File: src/rtl/riscv_hs_throttle.sv
`default_nettype none
// =============================================================================
// Module : riscv_hs_throttle
// Inline rdy/ack gate injecting fixed or LFSR-random stall/burst windows.
// Rev    : 1.0  initial release
// =============================================================================
module riscv_hs_throttle #(
   parameter int          CHANNELS  = 1,
   parameter int          STALL_MIN = 1,
   parameter int          STALL_MAX = 5,
   parameter int          BURST_MIN = 1,
   parameter int          BURST_MAX = 3,
   parameter logic [15:0] SEED      = 16'hACE1
) (
   input  logic                clk,
   input  logic                rstn,
   input  logic [1:0]          mode,
   input  logic [CHANNELS-1:0] rdy_in,
   output logic [CHANNELS-1:0] ack_in,
   output logic [CHANNELS-1:0] rdy_out,
   input  logic [CHANNELS-1:0] ack_out,
   output logic [CHANNELS-1:0] stalled
);

   localparam logic [1:0]  MODE_BYPASS = 2'd0;
   localparam logic [1:0]  MODE_FIXED  = 2'd1;
   localparam logic [1:0]  MODE_RANDOM = 2'd2;
   localparam logic [1:0]  MODE_BLOCK  = 2'd3;
   localparam int          S_RANGE     = STALL_MAX - STALL_MIN + 1;
   localparam int          B_RANGE     = BURST_MAX - BURST_MIN + 1;
   localparam logic [15:0] LFSR_MASK   = 16'hB400;

   typedef enum logic [0:0] {
      ST_STALL = 1'b0,
      ST_BURST = 1'b1
   } state_t;

   // With no stall window configured the channel comes out of reset already open.
   localparam state_t RST_STATE = state_t'((STALL_MAX == 0) ? ST_BURST : ST_STALL);

   if (BURST_MIN < 1) begin : g_chk_burst_min
      $error("riscv_hs_throttle: BURST_MIN must be >= 1");
   end
   if (S_RANGE < 1 || S_RANGE > 256 || B_RANGE < 1 || B_RANGE > 256) begin : g_chk_ranges
      $error("riscv_hs_throttle: stall/burst ranges must span 1..256 values");
   end

   logic fsm_en;
   logic bypass;

   always_comb begin
      fsm_en = rstn && ((mode == MODE_FIXED) || (mode == MODE_RANDOM));
      bypass = (mode == MODE_BYPASS);
   end

   for (genvar i = 0; i < CHANNELS; i++) begin : g_ch
      localparam logic [15:0] SEED_RAW = SEED ^ 16'(i * 16'h9E37);
      localparam logic [15:0] SEED_CH  = (SEED_RAW == 16'h0000) ? 16'h0001 : SEED_RAW;

      state_t      state_q, state_d;
      logic [7:0]  stall_cnt_q, stall_cnt_d;
      logic [8:0]  burst_cnt_q, burst_cnt_d;
      logic [15:0] lfsr_q, lfsr_d;
      logic [7:0]  s_off;
      logic [8:0]  b_off;
      logic [7:0]  s_draw;
      logic [8:0]  b_draw;
      logic        open;
      logic        xfer;

      always_comb begin
         s_off = 8'({1'b0, lfsr_q[7:0]} % 9'(S_RANGE));
         b_off = {1'b0, lfsr_q[15:8]} % 9'(B_RANGE);
         if (mode == MODE_RANDOM) begin
            s_draw = 8'(STALL_MIN) + s_off;
            b_draw = 9'(BURST_MIN) + b_off;
         end else begin
            s_draw = 8'(STALL_MAX);
            b_draw = 9'(BURST_MAX);
         end
      end

      always_comb begin
         open   = bypass || (fsm_en && (state_q == ST_BURST));
         xfer   = open && rdy_in[i] && ack_out[i];
         lfsr_d = {1'b0, lfsr_q[15:1]} ^ (lfsr_q[0] ? LFSR_MASK : 16'h0000);
      end

      always_comb begin
         state_d     = state_q;
         stall_cnt_d = stall_cnt_q;
         burst_cnt_d = burst_cnt_q;
         if (!fsm_en) begin
            state_d     = RST_STATE;
            stall_cnt_d = 8'(STALL_MAX);
            burst_cnt_d = 9'(BURST_MAX);
         end else begin
            case (state_q)
               ST_STALL: begin
                  if (stall_cnt_q <= 8'd1) begin
                     state_d = ST_BURST;
                  end else begin
                     stall_cnt_d = stall_cnt_q - 8'd1;
                  end
               end
               ST_BURST: begin
                  // Windows only change on a completed transfer, so a pending rdy is never dropped.
                  if (xfer) begin
                     if (burst_cnt_q <= 9'd1) begin
                        burst_cnt_d = b_draw;
                        if (s_draw != 8'd0) begin
                           state_d     = ST_STALL;
                           stall_cnt_d = s_draw;
                        end
                     end else begin
                        burst_cnt_d = burst_cnt_q - 9'd1;
                     end
                  end
               end
               default: state_d = RST_STATE;
            endcase
         end
      end

      always_ff @(posedge clk) begin
         if (!rstn) begin
            state_q     <= RST_STATE;
            stall_cnt_q <= 8'(STALL_MAX);
            burst_cnt_q <= 9'(BURST_MAX);
            lfsr_q      <= SEED_CH;
         end else begin
            state_q     <= state_d;
            stall_cnt_q <= stall_cnt_d;
            burst_cnt_q <= burst_cnt_d;
            lfsr_q      <= lfsr_d;
         end
      end

      assign rdy_out[i] = open & rdy_in[i];
      assign ack_in[i]  = open & ack_out[i];
      assign stalled[i] = ~open;

`ifdef RISCV_SIM
      a_block_mid_handshake : assert property (@(posedge clk) disable iff (!rstn)
         (rdy_out[i] && !ack_out[i]) |=> (mode != MODE_BLOCK));
`endif
   end

endmodule
`default_nettype wire

File: config.mk
export PLATFORM = sky130hd
export DESIGN_NAME = riscv_hs_throttle
export DESIGN_NICKNAME = d
export VERILOG_FILES = /design/src/rtl/riscv_hs_throttle.sv
export SDC_FILE = /design/constraint.sdc
export NUM_CORES = 1
export LEC_CHECK = 0
export CAP_MARGIN = 20
export CORE_MARGIN = 2
export CORE_UTILIZATION = 40
export CTS_BUF_LIST = sky130_fd_sc_hd__clkbuf_8
export CTS_CLUSTER_SIZE = 16
export DETAILED_ROUTE_END_ITERATION = 8
export PLACE_DENSITY_LB_ADDON = 0.1
export SYNTH_ARGS = -nofsm -noshare
export SYNTH_HDL_FRONTEND = slang
export SYNTH_SLANG_ARGS = --single-unit
File: constraint.sdc
create_clock -name clk -period 5.52 [get_ports clk]
set_input_delay 1.104 -clock clk [delete_from_list [all_inputs] [get_ports clk]]
set_output_delay 1.104 -clock clk [all_outputs]
set_load 0.01 [all_outputs]
=== Word-level counts from Yosys, hierarchy flattened ===
Index checks and enable logic that the tools add are counted.

* Add/subtract/negate cells: 4
* Bitwise gates (word level): 5
* $lt $le $gt $ge: 2
* Reduce and logical (&&, ||, !) cells: 11
* Div/mod/pow operators: 2
* Equal/unequal tests: 6
* Multiplexer cells: 14

{| class="wikitable"
|+ Operators by type and width
! cell !! count
|-
| 2-to-1 mux 8 bit || 5
|-
| 2-to-1 mux 9 bit || 2
|-
| 2-to-1 mux 16 bit || 1
|-
| one-hot mux 8 bit (2 select lines) || 1
|-
| bitwise XOR 15 x 16 -> 16 bit || 1
|-
| adder 1 x 9 -> 9 bit (first input constant) || 1
|-
| <= comparator 9 x 1 -> 1 bit (second input constant) || 1
|-
| modulo 8 x 2 -> 9 bit (second input constant) || 1
|-
| modulo 8 x 3 -> 9 bit (second input constant) || 1
|-
| subtractor 9 x 1 -> 9 bit (second input constant) || 1
|-
| adder 1 x 8 -> 8 bit (first input constant) || 1
|-
| <= comparator 8 x 1 -> 1 bit (second input constant) || 1
|-
| nonzero test 8 bit || 1
|-
| subtractor 8 x 1 -> 8 bit (second input constant) || 1
|-
| != test 2 x 1 -> 1 bit (second input constant) || 3
|-
| logical AND 1 bit || 4
|-
| 2-to-1 mux 1 bit || 4
|-
| AND reduction 2 bit || 2
|-
| AND reduction 4 bit || 1
|-
| bitwise AND 1 bit || 2
|-
| == test 2 x 1 -> 1 bit (second input constant) || 1
|-
| == test 2 bit (second input constant) || 1
|-
| logical NOT 2 bit || 1
|-
| logical OR 1 bit || 2
|-
| other kinds (3) || 4
|}

* Register bits after elaboration: 34
* Word-level logic and storage cells: 48
* Output and inout bits: 3
* Input port bits: 6

=== Depth between registers and ports, before layout ===
* Depth in word-level cells: 9
* Depth in mapped cells: 29
* Mapped depth without buffers: 24

=== Least setup slack after synthesis ===
No wires, ideal clock.

* Path type: reg2reg
* Start point: register g_ch[0].lfsr_q[14]
* End point: register g_ch[0].burst_cnt_q[1]
* Data arrival time: 5.370 ns
* Setup time: 0.140 ns
* Required time: 5.380 ns
* Cell stages (with the launch flop): 26
* Clock period less this slack: 5.510 ns
* Setup slack: 0.010 ns
* Buffers on the path: 6
* Cell sequence: dfxtp_1 > buf_2 > buf_1 > clkbuf_1 > ha_1 > buf_2 > buf_2 > o21ba_2 > a31o_2 > clkbuf_1 > o2111a_1 > a31oi_1 > nand2_1 > ha_1 > inv_1 > maj3_1 > a31oi_1 > o221ai_1 > o22ai_1 > o31ai_1 > nand4_4 > nor2_1 > mux2_2 > ha_1 > o311ai_0 > o211ai_1

* Longest elaborated chain between the ends: 4

{| class="wikitable"
|+ Ends and longest elaborated chain
! element !! line !! text
|-
| start, declared || 63 || <nowiki>logic [15:0] lfsr_q, lfsr_d;</nowiki>
|-
| start signal, assigned || 135 || <nowiki>lfsr_q <= lfsr_d;</nowiki>
|-
| modulo 8 x 2 -> 9 bit || 73 || <nowiki>b_off = {1'b0, lfsr_q[15:8]} % 9'(B_RANGE);</nowiki>
|-
| adder 1 x 9 -> 9 bit || 76 || <nowiki>b_draw = 9'(BURST_MIN) + b_off;</nowiki>
|-
| 2-to-1 mux 9 bit || 74 || <nowiki>if (mode == MODE_RANDOM) begin</nowiki>
|-
| 2-to-1 mux 9 bit || 109 || <nowiki>if (burst_cnt_q <= 9'd1) begin</nowiki>
|-
| end signal, assigned || 129 || <nowiki>burst_cnt_q <= 9'(BURST_MAX);</nowiki>
|-
| end signal, assigned || 134 || <nowiki>burst_cnt_q <= burst_cnt_d;</nowiki>
|-
| end, declared || 62 || <nowiki>logic [8:0] burst_cnt_q, burst_cnt_d;</nowiki>
|}

No other way between the ends.
A chain may end at the register's enable or synchronous reset.

=== Worst setup path after layout ===
* Start point: register g_ch[0].lfsr_q[15]
* End point: register g_ch[0].burst_cnt_q[7]

The elaborated chain is that of the path after synthesis.

==> qor.yml <==
synth:
  synth-seq-cells: 34
  yosys_warnings: 0
  yosysSeqAreaShare_pct: 16.1
  avgSynthCellArea_um2: 7.09
  synth_top_flop_cell: "dfxtp_1"
  netlist-cell-type-count: 93
  async_reset_ff_share_pct: 0
  synthCells: 596
  synth_area_mm2: 0.00422
  synth_nets: 617
  synth_edf_count: 0
clock_network:
  cts_tree: "done"
  root_buffer: "clkbuf_8"
  numCtsBuffers: 5
  h-tree-depth: 2
  cts.sinks: 34
  cts_buffer_depth: 2
  clkTransAtPathRegs_ns: 0.08
  clock_latency_ns: 0.29
final_layout:
  drive_above_1_share_pct: 13.1
  layout_commonest_cell: "nand2_1"
  layout_common_cells: "nand2_1 (67), nor2_1 (45), a21oi_1 (35)"
  fin_cells: 740
  synthToLayoutAreaGrowth_pct: 11.2
  nNetsFinal: 624
  antenna_cells: 0
timing:
  fin_crit_ns: 5.14
  fin_ws_ns: 0.381
  max-slew-margin-rel_pct: 53.2
  finClkSkew_ns: 0.00840
  fmax_ghz: 0.195
  hold_viol_final: 0
  setup-violations-final: 0
  drv_slew: 0
  tightest_slew_ns: 0.700
  period_share_pct: 93.1
die:
  io_pins: 9
  die_h_um: 107
  fp.dieArea_mm2: 0.0114
  std_cell_rows: 37
  die_w_um: 107
  start_util_pct: 41.1
  core-area_mm2: 0.0103
drt:
  via_count: 4629
  drtIter0Drc: 283
  via_per_inst: 6.26
  drtPass1Iterations: 5
  ant_nets: 0
  wl_per_cell_um: 16.4
  wl_um: 12200
  route.detailed.drc: 0
critical_path:
  cp_max_fo: 20
  cp-start-kind: "flop"
  end_kind: "flop"
  critical_path_required_ns: 5.70
  arrival_ns: 5.32
  crit_type: "reg -> reg"
placement:
  globalplace.congestion: 0.901
  port_buffers: 8
  dp_cells: 730
  dp_hpwl_um: 8980
  dp_slack_ns: 0.00675
global_routing:
  grt_max_degree: 25
  grt.overflow.total: 0
  antenna_found_initial: 0
  track_usage_pct: 21.5
  grt_pass1_wl_um: 20600
  grt_pass1_vias: 4289
flow_run:
  maxCapViolCount: 0
outcome:
  status: "complete, no violations"
power_and_ir_drop:
  power_density_mw_per_mm2: 267
  p_leak_nw: 1.70
  peakVddDrop_mv: 0.168
worst_hold_path:
  worstHoldPathType: "reg -> reg"
cell type report:
| type | count | area, µm² |
|---|---|---|
| clock buffers | 6 | 82.6 |
| clock inverters | 2 | 12.5 |
| fillers | 1074 | 5580 |
| inverters | 24 | 90.1 |
| multi-input cells | 506 | 3390 |
| flip-flops and latches | 34 | 688 |
| well taps | 136 | 170 |
| repair buffers | 32 | 264 |
path summary, 6_finish.rpt:
check | start | endpoint | slack [ns] | depth (start not counted)
worst max-delay path | g_ch[0].lfsr_q[15] | g_ch[0].burst_cnt_q[7] | 0.38 | 20
worst min-delay path | g_ch[0].stall_cnt_q[7] | g_ch[0].stall_cnt_q[7] | 0.47 | 2
worst max register to register | g_ch[0].lfsr_q[15] | g_ch[0].burst_cnt_q[7] | 0.38 | 20
worst min register to register | g_ch[0].stall_cnt_q[7] | g_ch[0].stall_cnt_q[7] | 0.47 | 2
logic make-up (layout without fill, tap and decap cells):
group	count (synthesis)	count (layout)	synth area share, %
compound gates	210	210	35.9
buf+inv	56	64	5.36
simple gates	254	254	31.8
flops	34	34	16.1
xor+xnor	20	20	4.32
fa+ha+maj	16	16	4.68
mux	6	6	1.78
synthesized netlist by cell type, drive strengths merged (12+ instances only):
master	count	share of area, %
nor2	46	4.1
nand2b	12	1.8
dfxtp	34	16
xnor2	14	3.1
nand3	22	3.0
and2	18	2.7
o21ai	36	4.3
nand2	67	6.0
a21oi	36	4.3
ha	15	4.4
inv	23	2.0
nor3	28	3.3
clkbuf	23	2.0
a31oi	13	2.1
power breakdown:
part | internal (mW) | switching (mW) | leakage (nW) | total (mW)
combinational | 0.311 | 0.468 | 1.38 | 0.779
clock | 0.100 | 0.0986 | 0.0472 | 0.199
sequential | 0.256 | 0.0191 | 0.279 | 0.276
total | 0.668 | 0.586 | 1.70 | 1.25
layer usage:
| metal | track usage [%] | part of all wire [%] |
|---|---|---|
| met1 | 30.1 | 48 |
| met5 | 0 | 0 |
| met3 | 1.22 | 4.1 |
| met4 | 8.16 | 2.7 |
| met2 | 34.8 | 45 |
flip-flops by register name (all words and copies together), names as in the netlist:
register / cells
g_ch.state_q: 1
g_ch.stall_cnt_q: 8
g_ch.burst_cnt_q: 9
g_ch.lfsr_q: 16
per-stage QoR:
step	TNS [ns]	utilization, %	instance area [µm²]	total power, mW	hold slack, ns
floorplan	0	-	4220	0.850	0.440
global placement	0	43.8	4500	1.02	0.457
detailed placement	0	43.8	4500	1.02	0.463
CTS	0	44.9	4610	1.22	0.474
global route	-0.195	45.7	4700	1.35	0.495
finish	0	45.7	4700	1.25	0.469
repair_timing:
action,in CTS,in global routing
hold buffers,0,0
pin swaps,0,2
setup endpoints to repair,4,16
setup buffers,0,2
resized for setup,2,20
worst max-delay path, cell delays in order, from the launching register on:
cell and delay (ns):
dfxtp_1 0.34, buf_4 0.20, or4bb_1 0.53, o2111ai_1 0.21, nand3_4 0.19, mux2_2 0.34
a221o_1 0.41, nand2_1 0.10, ha_1 0.18, inv_1 0.11, maj3_1 0.36, a31oi_1 0.17
o221ai_1 0.15, o22ai_2 0.19, nand2_1 0.16, or2_2 0.31, or2_2 0.30, o311a_1 0.17
o211ai_1 0.19, o21ai_0 0.10, or3_1 0.31
No activity file was read; power rests on OpenSTA's default activity.
